File: src/rtl/cook_timer_pkg.sv
// Shared definitions for the cook-timer datapath: countdown state encoding
// and the seconds-field geometry used by the core, interface and bench.
package cook_timer_pkg;

  localparam int SEC_MAX = 59;
  localparam int SEC_W   = 6;

  typedef enum logic [1:0] {
    IDLE    = 2'd0,
    RUN     = 2'd1,
    EXPIRED = 2'd2
  } cd_state_e;

endpackage

File: src/rtl/cook_timer_core_if.sv
// Control/status bundle between the egg-timer control FSM (master) and the
// cook-timer datapath (slave). Clock and reset stay outside the bundle.
interface cook_timer_core_if #(
  parameter int MIN_W = 7
);
  import cook_timer_pkg::*;

  logic               sec_tick;
  logic               prog_mode;
  logic               increment_seconds;
  logic               increment_minutes;
  logic               load_timer;
  logic               main_timer_enable;
  logic [SEC_W-1:0]   set_seconds;
  logic [MIN_W-1:0]   set_minutes;
  logic [SEC_W-1:0]   count_seconds;
  logic [MIN_W-1:0]   count_minutes;
  logic               timer_done;

  modport master (
    output sec_tick, prog_mode, increment_seconds, increment_minutes,
           load_timer, main_timer_enable,
    input  set_seconds, set_minutes, count_seconds, count_minutes, timer_done
  );

  modport slave (
    input  sec_tick, prog_mode, increment_seconds, increment_minutes,
           load_timer, main_timer_enable,
    output set_seconds, set_minutes, count_seconds, count_minutes, timer_done
  );

endinterface

File: src/rtl/cook_timer_core_setting_counter.sv
// One user-setting field (seconds or minutes): rising-edge detector on the
// increment button, modulo wrap counter, and optional hold-to-repeat logic
// enabled by the macro COOK_TIMER_AUTOREPEAT_EN.
module setting_counter #(
  parameter int MODULUS      = 60,
  parameter int WIDTH        = 6,
  parameter int REPEAT_DELAY = 2
) (
  input  logic             clk,
  input  logic             reset_n,
  input  logic             sec_tick_i,
  input  logic             prog_mode_i,
  input  logic             inc_i,
  output logic [WIDTH-1:0] value_o
);

  localparam logic [WIDTH-1:0] TOP_V = WIDTH'(MODULUS - 1);

  logic             inc_hist_q;
  logic [WIDTH-1:0] value_q, value_d;
  logic             edge_w;
  logic             bump_w;

  // The history register follows the button even outside prog_mode, so a
  // button already held when prog_mode rises does not count as a press.
  assign edge_w = inc_i & ~inc_hist_q;

`ifdef COOK_TIMER_AUTOREPEAT_EN
  localparam int                HOLD_W   = $clog2(REPEAT_DELAY + 1) + 1;
  localparam logic [HOLD_W-1:0] HOLD_MAX = HOLD_W'(REPEAT_DELAY);

  logic              held_w;
  logic              repeat_w;
  logic [HOLD_W-1:0] hold_q, hold_d;

  assign held_w   = prog_mode_i & inc_i;
  assign repeat_w = held_w & sec_tick_i & ~edge_w & (hold_q == HOLD_MAX);
  assign bump_w   = prog_mode_i & (edge_w | repeat_w);

  // Hold counter: counts ticks while pressed, saturates at the repeat delay.
  always_comb begin
    hold_d = hold_q;
    if (!held_w) begin
      hold_d = '0;
    end else if (sec_tick_i && (hold_q != HOLD_MAX)) begin
      hold_d = hold_q + HOLD_W'(1);
    end
  end

  // Hold counter register.
  always_ff @(posedge clk) begin
    if (!reset_n) begin
      hold_q <= '0;
    end else begin
      hold_q <= hold_d;
    end
  end
`else
  logic unused_cfg;
  assign unused_cfg = ^{sec_tick_i, 32'(REPEAT_DELAY)};
  assign bump_w     = prog_mode_i & edge_w;
`endif

  // Wrap counter next value.
  always_comb begin
    value_d = value_q;
    if (bump_w) begin
      value_d = (value_q == TOP_V) ? '0 : value_q + WIDTH'(1);
    end
  end

  // Setting value and edge history registers.
  always_ff @(posedge clk) begin
    if (!reset_n) begin
      value_q    <= '0;
      inc_hist_q <= 1'b0;
    end else begin
      value_q    <= value_d;
      inc_hist_q <= inc_i;
    end
  end

  assign value_o = value_q;

endmodule

File: src/rtl/cook_timer_core.sv
// Cook-timer datapath: MM:SS setting counters plus the main countdown and its
// IDLE/RUN/EXPIRED state machine. timer_done is a registered level.
// Optional hold-to-repeat on the setting buttons: COOK_TIMER_AUTOREPEAT_EN.
module cook_timer_core #(
  parameter int MAX_MIN      = 99,
  parameter int MIN_W        = 7,
  parameter int REPEAT_DELAY = 2
) (
  input logic               clk,
  input logic               reset_n,
  cook_timer_core_if.slave  bus
);
  import cook_timer_pkg::*;

  logic [SEC_W-1:0] set_sec_w;
  logic [MIN_W-1:0] set_min_w;
  logic             set_zero_w;

  cd_state_e        state_q, state_d;
  logic [SEC_W-1:0] csec_q, csec_d;
  logic [MIN_W-1:0] cmin_q, cmin_d;
  logic             done_q, done_d;

  setting_counter #(
    .MODULUS      (SEC_MAX + 1),
    .WIDTH        (SEC_W),
    .REPEAT_DELAY (REPEAT_DELAY)
  ) u_set_sec (
    .clk         (clk),
    .reset_n     (reset_n),
    .sec_tick_i  (bus.sec_tick),
    .prog_mode_i (bus.prog_mode),
    .inc_i       (bus.increment_seconds),
    .value_o     (set_sec_w)
  );

  setting_counter #(
    .MODULUS      (MAX_MIN + 1),
    .WIDTH        (MIN_W),
    .REPEAT_DELAY (REPEAT_DELAY)
  ) u_set_min (
    .clk         (clk),
    .reset_n     (reset_n),
    .sec_tick_i  (bus.sec_tick),
    .prog_mode_i (bus.prog_mode),
    .inc_i       (bus.increment_minutes),
    .value_o     (set_min_w)
  );

  assign set_zero_w = (set_sec_w == '0) && (set_min_w == '0);

  // Countdown next state: load wins over everything, including a same-cycle tick.
  always_comb begin
    state_d = state_q;
    csec_d  = csec_q;
    cmin_d  = cmin_q;
    done_d  = done_q;
    if (bus.load_timer) begin
      csec_d = set_sec_w;
      cmin_d = set_min_w;
      if (set_zero_w) begin
        state_d = EXPIRED;
        done_d  = 1'b1;
      end else begin
        state_d = RUN;
        done_d  = 1'b0;
      end
    end else begin
      case (state_q)
        IDLE: begin
          done_d = 1'b0;
        end
        RUN: begin
          done_d = 1'b0;
          if (bus.main_timer_enable && bus.sec_tick) begin
            if (csec_q != '0) begin
              csec_d = csec_q - SEC_W'(1);
              if ((csec_q == SEC_W'(1)) && (cmin_q == '0)) begin
                state_d = EXPIRED;
                done_d  = 1'b1;
              end
            end else if (cmin_q != '0) begin
              csec_d = SEC_W'(SEC_MAX);
              cmin_d = cmin_q - MIN_W'(1);
            end
          end
        end
        EXPIRED: begin
          csec_d = '0;
          cmin_d = '0;
          done_d = 1'b1;
        end
        default: begin
          state_d = IDLE;
          done_d  = 1'b0;
        end
      endcase
    end
  end

  // Countdown state, count and done registers.
  always_ff @(posedge clk) begin
    if (!reset_n) begin
      state_q <= IDLE;
      csec_q  <= '0;
      cmin_q  <= '0;
      done_q  <= 1'b0;
    end else begin
      state_q <= state_d;
      csec_q  <= csec_d;
      cmin_q  <= cmin_d;
      done_q  <= done_d;
    end
  end

  assign bus.set_seconds   = set_sec_w;
  assign bus.set_minutes   = set_min_w;
  assign bus.count_seconds = csec_q;
  assign bus.count_minutes = cmin_q;
  assign bus.timer_done    = done_q;

endmodule

File: src/flat_wrapper.sv
// flat-port wrapper written by rule: the top's interface ports become plain ports
module cook_timer_core_flat import cook_timer_pkg::*;
#(
  parameter int MAX_MIN      = 99,
  parameter int MIN_W        = 7,
  parameter int REPEAT_DELAY = 2
)
  (clk, reset_n, bus_sec_tick, bus_prog_mode, bus_increment_seconds, bus_increment_minutes, bus_load_timer, bus_main_timer_enable, bus_set_seconds, bus_set_minutes, bus_count_seconds, bus_count_minutes, bus_timer_done);
  cook_timer_core_if #(.MIN_W(MIN_W)) bus_i ();
  input logic clk;
  input logic reset_n;
  input wire logic [$bits(bus_i.sec_tick)-1:0] bus_sec_tick;
  input wire logic [$bits(bus_i.prog_mode)-1:0] bus_prog_mode;
  input wire logic [$bits(bus_i.increment_seconds)-1:0] bus_increment_seconds;
  input wire logic [$bits(bus_i.increment_minutes)-1:0] bus_increment_minutes;
  input wire logic [$bits(bus_i.load_timer)-1:0] bus_load_timer;
  input wire logic [$bits(bus_i.main_timer_enable)-1:0] bus_main_timer_enable;
  output wire logic [$bits(bus_i.set_seconds)-1:0] bus_set_seconds;
  output wire logic [$bits(bus_i.set_minutes)-1:0] bus_set_minutes;
  output wire logic [$bits(bus_i.count_seconds)-1:0] bus_count_seconds;
  output wire logic [$bits(bus_i.count_minutes)-1:0] bus_count_minutes;
  output wire logic [$bits(bus_i.timer_done)-1:0] bus_timer_done;
  assign bus_i.sec_tick = bus_sec_tick;
  assign bus_i.prog_mode = bus_prog_mode;
  assign bus_i.increment_seconds = bus_increment_seconds;
  assign bus_i.increment_minutes = bus_increment_minutes;
  assign bus_i.load_timer = bus_load_timer;
  assign bus_i.main_timer_enable = bus_main_timer_enable;
  assign bus_set_seconds = bus_i.set_seconds;
  assign bus_set_minutes = bus_i.set_minutes;
  assign bus_count_seconds = bus_i.count_seconds;
  assign bus_count_minutes = bus_i.count_minutes;
  assign bus_timer_done = bus_i.timer_done;
  cook_timer_core #(.MAX_MIN(MAX_MIN), .MIN_W(MIN_W), .REPEAT_DELAY(REPEAT_DELAY)) u_core (.clk(clk), .reset_n(reset_n), .bus(bus_i));
endmodule
File: config.mk
export PLATFORM = sky130hd
export DESIGN_NAME = cook_timer_core_flat
export DESIGN_NICKNAME = d
export VERILOG_FILES = /design/src/rtl/cook_timer_pkg.sv /design/src/rtl/cook_timer_core_if.sv /design/src/rtl/cook_timer_core_setting_counter.sv /design/src/rtl/cook_timer_core.sv /design/src/flat_wrapper.sv
export SDC_FILE = /design/constraint.sdc
export NUM_CORES = 1
export LEC_CHECK = 0
export ABC_CLOCK_PERIOD_IN_PS = 4760
export CAP_MARGIN = 20
export CORE_MARGIN = 1.5
export CORE_UTILIZATION = 50
export CTS_CLUSTER_DIAMETER = 100
export DETAILED_ROUTE_END_ITERATION = 10
export PLACE_DENSITY = 0.88
export SLEW_MARGIN = 25
export SYNTH_ARGS = -nofsm -noshare
export SYNTH_HDL_FRONTEND = slang
export SYNTH_SLANG_ARGS = --single-unit
File: constraint.sdc
create_clock -name clk -period 4.76 [get_ports clk]
set_clock_uncertainty 0.1 [all_clocks]
set_input_delay 1.428 -clock clk [delete_from_list [all_inputs] [get_ports clk]]
set_output_delay 1.428 -clock clk [all_outputs]
set_load 0.05 [all_outputs]
== Yosys cells after proc, flatten, opt, wreduce, memory -nomap -nowiden ==
Cells that the tools add are included.
Word-level totals
  bits of input ports: 8
  output and inout bits: 27
  register bits after elaboration: 31
Operators by class
  reductions and logical operators: 14
  equality and inequality tests: 12
  $add $sub $neg: 4
  bitwise gates (word level): 6
  multiplexer cells: 24
Operators by type and width (count)
  two-way mux 7 bit: 5
  two-way mux 6 bit: 5
  zero test 7 bit: 2
  one-hot mux 7 bit (2 select lines): 1
  != test 3 x 2 -> 1 bit (second input constant): 4
  one-hot mux 6 bit (2 select lines): 1
  two-way mux 2 bit: 5
  AND reduction 4 bit: 2
  adder 7 x 1 -> 7 bit (second input constant): 1
  equality test 7 bit (second input constant): 1
  nonzero test 7 bit: 1
  subtractor 7 x 1 -> 7 bit (second input constant): 1
  adder 6 x 1 -> 6 bit (second input constant): 1
  equality test 6 x 1 -> 1 bit (second input constant): 1
  equality test 6 bit (second input constant): 1
  zero test 6 bit: 1
  nonzero test 6 bit: 1
  subtractor 6 x 1 -> 6 bit (second input constant): 1
  two-way mux 1 bit: 5
  bitwise AND 1 bit: 4
  != test 4 x 2 -> 1 bit (second input constant): 1
  one-hot mux 2 bit (2 select lines): 1
  logical AND 1 bit: 3
  != test 3 bit (second input constant): 1
  9 further kinds: 10

== Longest topological paths before layout ==
Gate-level depths: netlist of the first run.
  word-level depth: 7
  gate-level depth with buffers: 9
  mapped depth without buffers: 7

== Modules after synthesis ==
A second synthesis of the first run with hierarchy kept.
Unflattened totals
  cells, all modules: 236
  area total of the unflattened synthesis: 2029.4 µm²
By module, submodules not included
  cook_timer_core: cells an instance 156, area an instance 1256.2 µm², seq. area each 320.3 µm², instances 1
  setting_counter at u_core.u_set_min: cells an instance 45, area an instance 419.2 µm², seq. area each 160.2 µm², instances 1
  setting_counter at u_core.u_set_sec: cells an instance 35, area an instance 354.1 µm², seq. area each 140.1 µm², instances 1

== Worst setup path after synthesis of the first run ==
No wires, ideal clock.
  kind: input -> register
  from: in bus_main_timer_enable
  to: reg u_core.cmin_q[6], in the netlist u_core.bus.count_minutes[6]
  stages: 5
  arrival: 2.385 ns
  path buffers: 1
  setup slack: 2.187 ns
  cell sequence: and3_2 > nor3_2 > a21oi_2 > buf_6 > a311oi_2
On the way
  longest elaborated chain between the ends: 3
RTL lines
  from (decl): RTL line flat_wrapper.sv:17  | input wire logic [$bits(bus_i.main_timer_enable)-1:0] bus_main_timer_enable;
  logical AND 1 bit: RTL line cook_timer_core.sv:75  | if (bus.main_timer_enable && bus.sec_tick) begin
  != test 3 x 2 -> 1 bit (no line)
  AND reduction 4 bit (no line)
  to (signal assigned): RTL line cook_timer_core.sv:111  | cmin_q <= cmin_d;
  to (decl): RTL line cook_timer_core.sv:21  | logic [MIN_W-1:0] cmin_q, cmin_d;
Every way passes these cells.
A chain may end at the register's enable or synchronous reset.

== Worst setup path after layout of the first run ==
  from: in bus_load_timer
  to: reg u_core.cmin_q[2], in the netlist u_core.bus.count_minutes[2]
On the way
  longest elaborated chain between the ends: 2
RTL lines
  from (decl): RTL line flat_wrapper.sv:16  | input wire logic [$bits(bus_i.load_timer)-1:0] bus_load_timer;
  != test 3 x 2 -> 1 bit (no line), or another cell as far along
  AND reduction 4 bit (no line)
Several ways; a longest one is shown, not always the timed one.

==> run summary, run 1 <==
status: complete, no violations
most common cell after layout, fill and taps aside: clkdlybuf4s50_1
Fillers: 297
TritonCTS clock tree: built
worst-case vdd ir drop: 0.000227 V
P per Cell Area: 357 nW/um2
Port Buffers: 34
post-layout instance area: 2290 um2
leading cell types in the layout, fill and taps excluded: clkdlybuf4s50_1 (34), dfxtp_1 (31), nor2_1 (22), nand2_1 (17), inv_1 (14)
synthesized area: 1850 um2
Slew @ Worst Pin: 0.896 ns
Final Hold Vio Count: 0
IO Pins: 35
CP Max Fanout: 24
dominant synthesized flop cell: dfxtp_1
Synth async-reset ratio: 0%
# hold bufs at CTS: 0
TritonCTS Buffers: 5
DP Area: 2190 um2
critical path class: primary input to flip-flop
Setup crit end kind: flip-flop
share of cells above drive strength 1: 12.2%
clock latency on the worst-skew pair: 0.29 ns
WP data arrival: 3.65 ns
die height: 63.8 um
CTS max path bufs: 2
Via Count: 1664
core area: 3440 um2
TNS Setup: 0 ns
slowest CP cell: clkdlybuf4s50_1
met2 layer usage reported by global route: 37.4%
first-pass GRT wire length: 7470 um
vias in the first global route: 1603
hold path depth: 2
Clock transition at path regs: 0.07 ns
FF+latch count, synth: 31
routed vias/inst: 5.72
Final Max Slew Viols: 0
Syn Area/Cell: 8.73 um2
die area: 4070 um2
initial antenna violation count: 0
pin count of the biggest net entering global routing: 25
Max-Slew Margin vs Limit: 40.1%
synth unique cells: 55
detailed placement HPWL: 3030 um
# resized after CTS: 0
post-CTS setup buffer count: 0
Area growth syn-to-layout: 23.6%
slowest cell delay on critical path: 1.06 ns
Syn Nets: 231
Clock Root Buffer: clkbuf_8
drt initial violations: 138
EDFF count, synth: 0
Leak: 0.871 nW
met1 Track Usage GR: 30.0%
Diodes inserted: 0
final setup fails: 0
Hold Path Class: flip-flop to flip-flop
# rows: 21
final wirelength: 4340 um
Required @ worst endpoint: 4.81 ns
Die X: 63.8 um
yosys warns: 0
fraction of the yosys area taken by sequential cells: 33.5%
R2R cell count: 7
Tcrit/Tclk final: 75.6%
GR peak layer: met2
grt met3 use: 3.52%
min Tclk post-route: 3.60 ns
crit path cell chain: clkdlybuf4s50_1 -> nor3_2 -> a21oi_2 -> mux2i_1 -> o32ai_1
DR WL/cell: 14.9 um
routability cong.: 0.882
Fmax: 278 MHz
Syn Inst Count: 212
Max Cap Violations: 0
Worst setup SP type: primary input
Initial Util: 53.8%
RSZ-0062 raised after global routing: false
total gr overflow: 0
ANT nets after route: 0
final net count: 263
drt pass-1 iters: 4
final core area utilization: 66.4%
Total GRT Usage: 22.9%
DRC Markers: 0
htree depth: 2
CTS sink count: 31
==> worst paths after layout <==
check,startpoint,end,slack (ns)
hold reg to reg,u_core.bus.count_seconds[1],u_core.bus.count_seconds[1],0.45
setup / recovery,bus_load_timer,u_core.bus.count_minutes[2],1.16
setup reg to reg,u_core.bus.count_minutes[0],u_core.bus.count_minutes[2],2.47
hold / removal,u_core.bus.count_seconds[1],u_core.bus.count_seconds[1],0.45
==> state kept, by name, indices dropped and copies added (netlist names) <==
signal                       count
u_core.bus.count_minutes         7
u_core.bus.count_seconds         6
u_core.bus.timer_done            1
u_core.state_q                   2
u_core.u_set_min.inc_hist_q      1
u_core.u_set_min.value_o         7
u_core.u_set_sec.inc_hist_q      1
u_core.u_set_sec.value_o         6
==> cells by family after synthesis <==
family,synth area share [%]
DFF,33.5
and+or+nand+nor,23.7
buffers and inverters,6.15
AOI/OAI and AO/OA,21.9
xor gates and xnor gates,6.15
adders and majority gates,7.44
muxes,1.08
==> area by class of cell <==
class | count | area (um2) | share of cell area, %
multi-input cells | 158 | 1120 | 48.8
flip-flops and latches | 31 | 621 | 27.1
repair buffers | 34 | 340 | 14.9
clock buffers | 8 | 100 | 4.38
well taps | 46 | 57.6 | 2.52
inverters | 14 | 52.6 | 2.30
==> cells in the mapped netlist, types with 2 or more instances <==
master,n,share of area (%)
a211oi_1,3,1.2
a211oi_2,2,1.4
a21oi_1,11,3.0
a21oi_2,3,1.4
a31o_1,2,0.95
and2_1,2,0.68
clkbuf_1,6,1.2
clkbuf_8,2,1.5
dfxtp_1,31,34
ha_1,11,7.4
inv_1,14,2.8
mux2i_1,2,1.1
nand2_1,17,3.4
nand3_1,10,2.7
nand4_1,2,0.68
nand4b_1,2,0.95
nor2_1,22,4.5
nor2_2,3,1.0
nor3_1,4,1.1
nor3_2,2,1.1
o21ai_0,5,1.4
o21ai_1,3,0.81
o21bai_1,2,0.81
o221a_2,2,1.2
o31ai_1,7,2.8
or4_1,2,0.81
xnor2_1,5,2.4
xor2_1,8,3.8
==> metal layers <==
metal	wire length (um)	vias to the layer above	part of all wire (%)
met5	0	-	0
met3	193	6	4.4
met4	61	0	1.4
met1	1920	792	44
met2	2170	49	50
li1	-	817	-
==> power breakdown <==
group          switching, mW  internal (mW)  leakage [nW]
Clock                 0.0992          0.132        0.0515
Sequential            0.0298          0.279         0.253
Combinational          0.170          0.106         0.566
==> per-stage QoR <==
step	hold slack [ns]	power (mW)	cells	worst slack, ns
after detailed placement	0.436	0.587	283	0.885
after global routing	0.472	0.855	291	0.959
after CTS	0.452	0.816	291	1.19
final	0.450	0.817	291	1.16
after floorplan	0.395	0.518	212	2.19
after global placement	0.412	0.581	283	0.972
==> worst max-delay path, delay by kind of cell <==
family,cells,cell delay (ns)
AO/OA/AOI/OAI,2,0.70
buffers and inverters,1,1.06
multiplexers,1,0.26
AND/OR/NAND/NOR,1,0.19
Power figures use the tool's default switching activity.
==> inputs of run 2 (changes only) <==
- ABC_CLOCK_PERIOD_IN_PS: 4760 -> 3400
- clock period: 4.76 -> 3.4 ns (I/O delays scaled with it)
==> run 2 against run 1 <==
Wire length is 1.1% higher. Count of clock-buffer cells in the layout is 2 lower. Sequential power is 40% higher. Highest routed layer unchanged. Worst hold slack worse by 0.013 ns.
==> run summary, run 2 (same netlist as run 1, synthesis figures left out) <==
# hold bufs at CTS: 0 (unchanged)
Max-Slew Margin vs Limit: 59.6% (+19 points)
final setup fails: 0 (unchanged)
Setup crit end kind: output pin
Max Cap Violations: 0 (unchanged)
final net count: 267 (+1.5%)
pre-CTS setup slack: 0.457 ns (-0.428 ns)
Total GRT Usage: 23.8% (+0.90 points)
IO Pins: 35 (unchanged)
Hold Path Class: flip-flop to flip-flop
post-layout instance area: 2350 um2 (+2.7%)
Fin Hold WS: 0.437 ns (-0.0131 ns)
CP Buf/Inv Count: 1 (unchanged)
ANT nets after route: 0 (unchanged)
CTS sink count: 31 (unchanged)
clock latency on the worst-skew pair: 0.29 ns (about the same)
die height: 63.8 um (unchanged)
routability cong.: 0.929 (+5.4%)
Port Buffers: 34 (unchanged)
Final Max Slew Viols: 0 (unchanged)
initial antenna violation count: 0 (unchanged)
Placed Cells: 287 (+1.4%)
status: complete, no violations
RSZ-0062 raised after global routing: false
Finished Layout Cells: 295 (+1.4%)
Worst setup SP type: flip-flop
Slew @ Worst Pin: 0.604 ns (-0.292 ns)
DRC Markers: 0 (unchanged)
Leak: 0.904 nW (+3.8%)
Final Hold Vio Count: 0 (unchanged)
min Tclk post-route: 2.79 ns
Diodes inserted: 0 (unchanged)
final wirelength: 4390 um (+1.1%)
Reg2Reg Setup Slack: 1.25 ns (-1.22 ns)
Tcrit/Tclk final: 82.0%
worst-case vdd ir drop: 0.000301 V (+32%)
post-CTS setup buffer count: 0 (unchanged)
# resized after CTS: 0 (unchanged)
# rows: 21 (unchanged)
TritonCTS clock tree: built
CTS max path bufs: 2 (unchanged)
slowest cell delay on critical path: 0.87 ns (-0.19 ns)
leading cell types in the layout, fill and taps excluded: clkdlybuf4s50_1 (34), dfxtp_1 (31), nor2_1 (22), nand2_1 (17), inv_1 (14)
Clock transition at path regs: 0.06 ns (about the same)
TNS Setup: 0 ns (unchanged)
TritonCTS Buffers: 5 (unchanged)
first-pass GRT wire length: 7580 um (+1.5%)
drt pass-1 iters: 4 (unchanged)
total gr overflow: 0 (unchanged)
Die X: 63.8 um (unchanged)
crit path cell chain: clkdlybuf4s50_1
routed vias/inst: 5.77 (+0.90%)
Clock Root Buffer: clkbuf_8
critical path class: flip-flop to output pin
CP Max Fanout: 7 (-71%)
Area growth syn-to-layout: 27.0%
delay-heaviest family, CP: buffers and inverters
most common cell after layout, fill and taps aside: clkdlybuf4s50_1
slowest CP cell: clkdlybuf4s50_1
Required @ worst endpoint: 2.28 ns (-2.53 ns)
drt initial violations: 100 (-28%)
htree depth: 2 (unchanged)
DP Area: 2220 um2 (+1.4%)
pin count of the biggest net entering global routing: 17 (-32%)
Fmax: 358 MHz
share of cells above drive strength 1: 13.7% (+1.4 points)
die area: 4070 um2 (unchanged)
DR WL/cell: 14.9 um (-0.29%)
Initial Util: 53.8% (unchanged)
vias in the first global route: 1635 (+2.0%)
WP data arrival: 1.67 ns (-1.98 ns)
worst setup margin: 0.610 ns (-0.553 ns)
core area: 3440 um2 (unchanged)
detailed placement HPWL: 3140 um (+3.8%)
Via Count: 1702 (+2.3%)
P per Cell Area: 537 nW/um2 (+50%)
-- run 2: area by class of cell --
cell class | count | area (um2)
Multi-Input combinational cell | 158 | 1120
Fill cell | 271 | 1090
Sequential cell | 31 | 621
Timing Repair Buffer | 38 | 370
Clock buffer | 6 | 72.6
Clock inverter | 2 | 60.1
Tap cell | 46 | 57.6
Inverter | 14 | 52.6
-- run 2: power breakdown --
group / internal, mW / total [mW] / switching (mW)
clock: 0.293 / 0.435 / 0.142
sequential: 0.391 / 0.434 / 0.0423
combinational: 0.153 / 0.393 / 0.240
-- run 2: final timing paths --
path | from | cells after the start | end
max | u_core.bus.count_seconds[2] | 1 | bus_count_seconds[2]
min | u_core.state_q[0] | 2 | u_core.state_q[0]
max reg2reg | u_core.bus.count_minutes[0] | 8 | u_core.bus.count_minutes[1]
min reg2reg | u_core.state_q[0] | 2 | u_core.state_q[0]
-- run 2: per-stage QoR --
step / power [mW] / util [%]
after floorplan: 0.726 / -
after global placement: 0.820 / 64.4
after detailed placement: 0.828 / 64.4
after CTS: 1.26 / 68.3
after global routing: 1.33 / 68.3
final: 1.26 / 68.3
-- run 2: routing by layer --
metal | part of all wire, % | wire, um | track usage (%) | vias up
met3 | 5.8 | 255 | 5.63 | 13
met2 | 49 | 2140 | 38.2 | 63
met4 | 2.8 | 123 | 14.1 | 0
met1 | 43 | 1870 | 28.9 | 797
li1 | - | - | - | 829
met5 | 0 | 0 | 0 | -
